## src/rtl/definition_param_rxside.sv

```systemverilog
// Receive-side parameter latch: assembles 15-byte parameter packets, verifies the XOR checksum,
// and commits a good packet to the outputs on the next vsync rising edge.
module definition_param_rxside #(
    parameter logic [7:0] P_HEADER  = 8'hA5,
    parameter int         P_TIMEOUT = 256
) (
    input  logic        i_clk,
    input  logic        i_rst_n,
    input  logic [7:0]  i_data,
    input  logic        i_valid,
    input  logic        i_vsync,
    output logic [10:0] o_gaze_x,
    output logic [10:0] o_gaze_y,
    output logic [23:0] o_tres_1,
    output logic [23:0] o_tres_2,
    output logic [23:0] o_tres_3,
    output logic        o_update,
    output logic        o_pending,
    output logic [7:0]  o_err_cnt
);
    localparam int LP_IDLE_W = $clog2(P_TIMEOUT + 1);

    localparam logic [1:0] S_HUNT    = 2'd0;
    localparam logic [1:0] S_PAYLOAD = 2'd1;
    localparam logic [1:0] S_CHECK   = 2'd2;

    logic [1:0]           r_state;
    logic [3:0]           r_idx;
    logic [7:0]           r_xor;
    logic [LP_IDLE_W-1:0] r_idle;
    logic [10:0]          r_as_gx, r_as_gy;
    logic [23:0]          r_as_t1, r_as_t2, r_as_t3;
    logic [10:0]          r_sh_gx, r_sh_gy;
    logic [23:0]          r_sh_t1, r_sh_t2, r_sh_t3;
    logic                 r_pending;
    logic [7:0]           r_err_cnt;
    logic [1:0]           r_vs_edge;
    logic                 r_update;
    logic [10:0]          r_gaze_x, r_gaze_y;
    logic [23:0]          r_tres_1, r_tres_2, r_tres_3;

    logic w_commit, w_load, w_accept, w_bad_cs, w_timeout;

    assign w_commit  = (r_vs_edge == 2'b01);
    assign w_load    = w_commit && r_pending;
    assign w_accept  = (r_state == S_CHECK) && i_valid && (i_data == r_xor);
    assign w_bad_cs  = (r_state == S_CHECK) && i_valid && (i_data != r_xor);
    assign w_timeout = (r_state != S_HUNT) && !i_valid &&
                       (r_idle == LP_IDLE_W'(P_TIMEOUT - 1));

    always_ff @(posedge i_clk or negedge i_rst_n) begin
        if (!i_rst_n) begin
            r_state <= S_HUNT;
            r_idx   <= '0;
            r_xor   <= '0;
            r_idle  <= '0;
        end else begin
            case (r_state)
                S_HUNT: begin
                    if (i_valid && (i_data == P_HEADER)) begin
                        r_state <= S_PAYLOAD;
                        r_idx   <= '0;
                        r_xor   <= '0;
                        r_idle  <= '0;
                    end
                end
                S_PAYLOAD: begin
                    if (i_valid) begin
                        r_xor  <= r_xor ^ i_data;
                        r_idle <= '0;
                        if (r_idx == 4'd12) r_state <= S_CHECK;
                        else                r_idx   <= r_idx + 4'd1;
                    end else if (w_timeout) begin
                        r_state <= S_HUNT;
                    end else begin
                        r_idle <= r_idle + 1'b1;
                    end
                end
                S_CHECK: begin
                    if (i_valid || w_timeout) r_state <= S_HUNT;
                    else                      r_idle  <= r_idle + 1'b1;
                end
                default: r_state <= S_HUNT;
            endcase
        end
    end

    // Payload bytes land big-endian; upper five bits of each gaze word are dropped.
    always_ff @(posedge i_clk or negedge i_rst_n) begin
        if (!i_rst_n) begin
            r_as_gx <= '0;
            r_as_gy <= '0;
            r_as_t1 <= '0;
            r_as_t2 <= '0;
            r_as_t3 <= '0;
        end else if ((r_state == S_PAYLOAD) && i_valid) begin
            case (r_idx)
                4'd0:    r_as_gx[10:8]  <= i_data[2:0];
                4'd1:    r_as_gx[7:0]   <= i_data;
                4'd2:    r_as_gy[10:8]  <= i_data[2:0];
                4'd3:    r_as_gy[7:0]   <= i_data;
                4'd4:    r_as_t1[23:16] <= i_data;
                4'd5:    r_as_t1[15:8]  <= i_data;
                4'd6:    r_as_t1[7:0]   <= i_data;
                4'd7:    r_as_t2[23:16] <= i_data;
                4'd8:    r_as_t2[15:8]  <= i_data;
                4'd9:    r_as_t2[7:0]   <= i_data;
                4'd10:   r_as_t3[23:16] <= i_data;
                4'd11:   r_as_t3[15:8]  <= i_data;
                4'd12:   r_as_t3[7:0]   <= i_data;
                default: ;
            endcase
        end
    end

    // Outputs read the old shadow before a same-cycle accept overwrites it.
    always_ff @(posedge i_clk or negedge i_rst_n) begin
        if (!i_rst_n) begin
            r_sh_gx   <= '0;
            r_sh_gy   <= '0;
            r_sh_t1   <= '0;
            r_sh_t2   <= '0;
            r_sh_t3   <= '0;
            r_pending <= 1'b0;
            r_gaze_x  <= '0;
            r_gaze_y  <= '0;
            r_tres_1  <= '0;
            r_tres_2  <= '0;
            r_tres_3  <= '0;
            r_update  <= 1'b0;
            r_vs_edge <= 2'b00;
        end else begin
            r_vs_edge <= {r_vs_edge[0], i_vsync};
            r_update  <= w_load;
            if (w_load) begin
                r_gaze_x <= r_sh_gx;
                r_gaze_y <= r_sh_gy;
                r_tres_1 <= r_sh_t1;
                r_tres_2 <= r_sh_t2;
                r_tres_3 <= r_sh_t3;
            end
            if (w_accept) begin
                r_sh_gx   <= r_as_gx;
                r_sh_gy   <= r_as_gy;
                r_sh_t1   <= r_as_t1;
                r_sh_t2   <= r_as_t2;
                r_sh_t3   <= r_as_t3;
                r_pending <= 1'b1;
            end else if (w_load) begin
                r_pending <= 1'b0;
            end
        end
    end

    always_ff @(posedge i_clk or negedge i_rst_n) begin
        if (!i_rst_n) begin
            r_err_cnt <= '0;
        end else if ((w_bad_cs || w_timeout) && (r_err_cnt != 8'hFF)) begin
            r_err_cnt <= r_err_cnt + 8'd1;
        end
    end

    assign o_gaze_x  = r_gaze_x;
    assign o_gaze_y  = r_gaze_y;
    assign o_tres_1  = r_tres_1;
    assign o_tres_2  = r_tres_2;
    assign o_tres_3  = r_tres_3;
    assign o_update  = r_update;
    assign o_pending = r_pending;
    assign o_err_cnt = r_err_cnt;

endmodule

```

## config.mk

```make
export PLATFORM = sky130hd
export DESIGN_NAME = definition_param_rxside
export DESIGN_NICKNAME = d
export VERILOG_FILES = /design/src/rtl/definition_param_rxside.sv
export SDC_FILE = /design/constraint.sdc
export NUM_CORES = 1
export LEC_CHECK = 0
export CAP_MARGIN = 20
export CORE_MARGIN = 5
export CORE_UTILIZATION = 60
export CTS_BUF_LIST = sky130_fd_sc_hd__clkbuf_4 sky130_fd_sc_hd__clkbuf_8
export CTS_CLUSTER_SIZE = 14
export DETAILED_ROUTE_END_ITERATION = 10
export HOLD_SLACK_MARGIN = 0.12
export PLACE_DENSITY = 0.91
export SLEW_MARGIN = 20
export SYNTH_ARGS = -nofsm -noshare
export SYNTH_HDL_FRONTEND = slang
export SYNTH_SLANG_ARGS = --single-unit
```

## constraint.sdc

```tcl
create_clock -name i_clk -period 4.05 [get_ports i_clk]
set_input_delay 0.6075 -clock i_clk [delete_from_list [all_inputs] [get_ports i_clk]]
set_output_delay 0.6075 -clock i_clk [all_outputs]
set_load 0.005 [all_outputs]
```

==> run summary <==
STA
----------------------------------------------------------------------------------------
Final worst-path cycle share                                                       0.794
Transition at the pin with the smallest max-transition slack                    0.998 ns
Worst Clk Skew                                                                 0.0312 ns
Sum Neg Setup Slack                                                                 0 ns
Max frequency                                                                  0.311 GHz
Fin. Hold Viols                                                                        0
Number of slew-limit violations in the final report                                    0
Final setup vio count                                                                  0
Unrepaired setup endpoints after global routing                                       no
Max transition margin                                                              0.334
Minimum period implied by the final worst setup slack                            3.22 ns

SYNTHESIS
----------------------------------------------------------------------------------------
Sequential fraction of the synthesis area                                          0.614
Cell area after synthesis                                                     12900 um^2
Cell type contributing the most total cell area after synthesis                  dfrtp_1
Count of unique library cells instantiated by Yosys                                   60
Post-Syn Instances                                                                  1075
Synthesized Nets                                                                    1098
Syn avg cell area                                                              12.0 um^2
Largest cells by area after synthesis                                       dfrtp_1, mux2_2, nand2_1
Warning count from the yosys run                                                       0
Ys flop type                                                                     dfrtp_1
Dominant cell by count in the synthesized netlist                                nand2_1
Share of flip-flops with an asynchronous set or reset                               1.00
Count of flip-flops with a built-in enable after synthesis                             0
Share of the synthesized area in the top cell type                                 0.614
Flip-flop and latch count after synthesis                                            317
Synth cell count leaders                                                    nand2_1, dfrtp_1, mux2_2, mux2_1, clkbuf_1

CLOCK NETWORK
----------------------------------------------------------------------------------------
Clock tree from TritonCTS                                                           done
H-tree level count                                                                     2
Insertion delay to the later sink of the worst-skew pair                         0.55 ns
Number of clock sinks seen by CTS                                                    317
Buffer cell driving the clock tree root                                         clkbuf_8
Number of CTS-inserted buffers                                                        47
Clk pin slew, worst setup/hold paths                                             0.07 ns
Setup Fix Bufs, Post-CTS                                                               0
CTS Buffer Depth                                                                       3
CTS-repair resized insts                                                               0

FINISH
----------------------------------------------------------------------------------------
Area occupied by multi-input gates                                             4680 um^2
Register area                                                                  7930 um^2
Synthesis-to-layout area growth                                                    19.1%
Fraction of final layout cells with drive strength greater than 1                  0.209
NumNets Final                                                                       1227
Antenna diode instance count                                                           0
Fillcell total                                                                      1271

DRT
----------------------------------------------------------------------------------------
Total routed wirelength                                                         30200 um
Average detailed-routed wire length per instance                                 19.9 um
Remaining antenna violation count                                                      0
Drc violations                                                                         0
Number of search-and-repair iterations in the first detailed-routing pass              6
DRC marker count from the first detailed-route iteration                             691
Routed via count                                                                    8896
Vias per inst                                                                       5.88

FLOORPLAN
----------------------------------------------------------------------------------------
Die Span X                                                                        157 um
Placeable Area                                                                21100 um^2
Area of the die                                                               24600 um^2
Initial core utilization                                                           0.613
Die height                                                                        157 um
Std cell rows                                                                         53
I/O Pins                                                                             116

CRITICAL PATH
----------------------------------------------------------------------------------------
Worst r2r path cells                                                                   6
Critical Path AT                                                                 3.65 ns
Worst setup SP type                                                                 flop
Capture point of the worst reg-to-reg path                                  r_as_t3[20]$_DFFE_PN0P_
Setup crit end kind                                                                 flop
Classification of the worst setup path                                           reg2reg
Worst r2r src                                                               r_state[1]$_DFFE_PN0P_
Launch point of the critical path                                           r_state[1]$_DFFE_PN0P_
Critical path endpoint                                                      r_as_t3[20]$_DFFE_PN0P_
Worst path required time                                                         4.48 ns
Maximum net fanout on the critical path                                               20
Flop-to-flop setup slack                                                         0.83 ns

GLOBAL ROUTING
----------------------------------------------------------------------------------------
GRT Util Overall                                                                   0.254
Number of antenna violations at the first check in global routing                      0
Maximum number of pins on one net before global-route repair                         107
Global-route wire length before repair                                          49800 um
Via count of the first global-routing pass                                          9283
GRT Residual Overflow                                                                  0

PWR
----------------------------------------------------------------------------------------
Peak supply drop                                                                  251 uV
Power share of the combinational group                                             0.153
Switching power                                                                  2.15 mW
Power per standard cell area                                                 516 nW/um^2
Portion of total power attributed to sequential cells                              0.497
Proportion of total power due to net switching                                     0.271
Cell internal power dissipation                                                  5.79 mW
Static Leakage                                                                   7.77 nW
Total power                                                                      7.94 mW
Portion of total power attributed to the clock network                             0.350

WORST HOLD PATH
----------------------------------------------------------------------------------------
Class of the tightest hold or removal check                                      reg2reg

OUTCOME
----------------------------------------------------------------------------------------
Outcome                                                                     finished clean

PLACE
----------------------------------------------------------------------------------------
Detailed-placement wirelength estimate                                          18200 um
Placer Congestion                                                                  0.840
Number of buffers inserted by port buffering                                         115

FLOW RUN
----------------------------------------------------------------------------------------
Max Cap Viol                                                                           0

-- per-layer routing --
| layer | wire, um | vias to the layer above | track usage |
|---|---|---|---|
| met1 | 12100 | 4529 | 0.339 |
| met5 | 0 | - | 0 |
| met4 | 748 | 0 | 0.0835 |
| met2 | 15300 | 381 | 0.426 |
| li1 | - | 3918 | - |
| met3 | 2000 | 68 | 0.0451 |
-- power groups by stage --
stage,clock network (mW),logic [mW],registers [mW]
global route,2.96,1.33,3.97
global placement,0,1.09,3.92
finish,2.78,1.22,3.94
CTS,2.81,1.21,3.93
detailed placement,0,1.16,3.97
floorplan,0,0.864,3.83
-- critical path: stages (launching register included) --
cell	delay, ns
dfrtp_1	0.42
inv_1	0.12
ha_1	0.62
nand2_1	0.38
nor3b_1	0.83
nand2_2	0.34
mux2_2	0.38
-- stage by stage --
step	utilization	cell area, um^2	cells	setup slack (ns)	hold slack [ns]
after global placement	0.680	14300	1429	1.11	0.388
after global routing	0.730	15400	1512	0.657	0.417
after CTS	0.729	15400	1512	0.894	0.395
after detailed placement	0.680	14300	1429	1.03	0.388
after floorplan	-	12900	1075	1.68	0.312
final	0.730	15400	1512	0.835	0.394
-- layout by cell type, fill, tap and decap left out, types with 11 or more instances in the layout --
| cell | synthesis | final |
|---|---|---|
| ha_1 | 11 | 11 |
| inv_1 | 13 | 13 |
| nand2_1 | 318 | 318 |
| nand3_1 | 18 | 18 |
| mux2_1 | 49 | 49 |
| clkdlybuf4s50_1 | 0 | 114 |
| mux2_2 | 141 | 141 |
| clkbuf_8 | 0 | 62 |
| clkbuf_4 | 0 | 13 |
| buf_4 | 3 | 15 |
| o21ai_0 | 13 | 13 |
| dfrtp_1 | 317 | 317 |
-- logic make-up (layout without fill, tap and decap cells) --
kind of cell,count (synthesis),in the layout,share of synthesized area
compound gates,62,62,0.0379
xor+xnor,8,8,0.00542
fa+ha+maj,11,11,0.0107
buf+inv,68,230,0.0244
flops,317,317,0.614
mux,195,195,0.169
simple gates,414,414,0.138
-- state kept, by name, summed over array words and instances (netlist names), 9 cells and up --
| name | cells |
|---|---|
| o_tres_1 | 24 |
| o_tres_2 | 24 |
| o_tres_3 | 24 |
| r_as_t1 | 24 |
| r_as_t2 | 24 |
| r_as_t3 | 24 |
| r_sh_t1 | 24 |
| r_sh_t2 | 24 |
| r_sh_t3 | 24 |
| o_gaze_x | 11 |
| o_gaze_y | 11 |
| r_as_gx | 11 |
| r_as_gy | 11 |
| r_sh_gx | 11 |
| r_sh_gy | 11 |
| r_idle | 9 |
-- layout make-up --
cell class	instances	share of cell area
Clock buffer	75	0.0618
Clock inverter	7	0.00553
Tap cell	275	0.0224
Sequential cell	317	0.516
Timing Repair Buffer	134	0.0870
Inverter	14	0.00350
Multi-Input combinational cell	690	0.304
-- what timing repair did --
item,CTS,global route
hold endpoints to repair,73,0
endpoints found under the setup margin,0,0
hold buffers,1,0
-- worst min path at each step --
stage                                 from                       end  slack (ns)  cells after the start
floorplan                          i_rst_n  o_err_cnt[0]$_DFFE_PN0P_        0.31                      0
global placement    r_vs_edge[0]$_DFF_PN0_    r_vs_edge[1]$_DFF_PN0_        0.39                      0
detailed placement  r_vs_edge[0]$_DFF_PN0_    r_vs_edge[1]$_DFF_PN0_        0.39                      0
CTS                 r_vs_edge[0]$_DFF_PN0_    r_vs_edge[1]$_DFF_PN0_        0.40                      0
global route        r_vs_edge[0]$_DFF_PN0_    r_vs_edge[1]$_DFF_PN0_        0.42                      0
finish              r_vs_edge[0]$_DFF_PN0_    r_vs_edge[1]$_DFF_PN0_        0.39                      0
No activity file was read; power rests on OpenSTA's default activity.
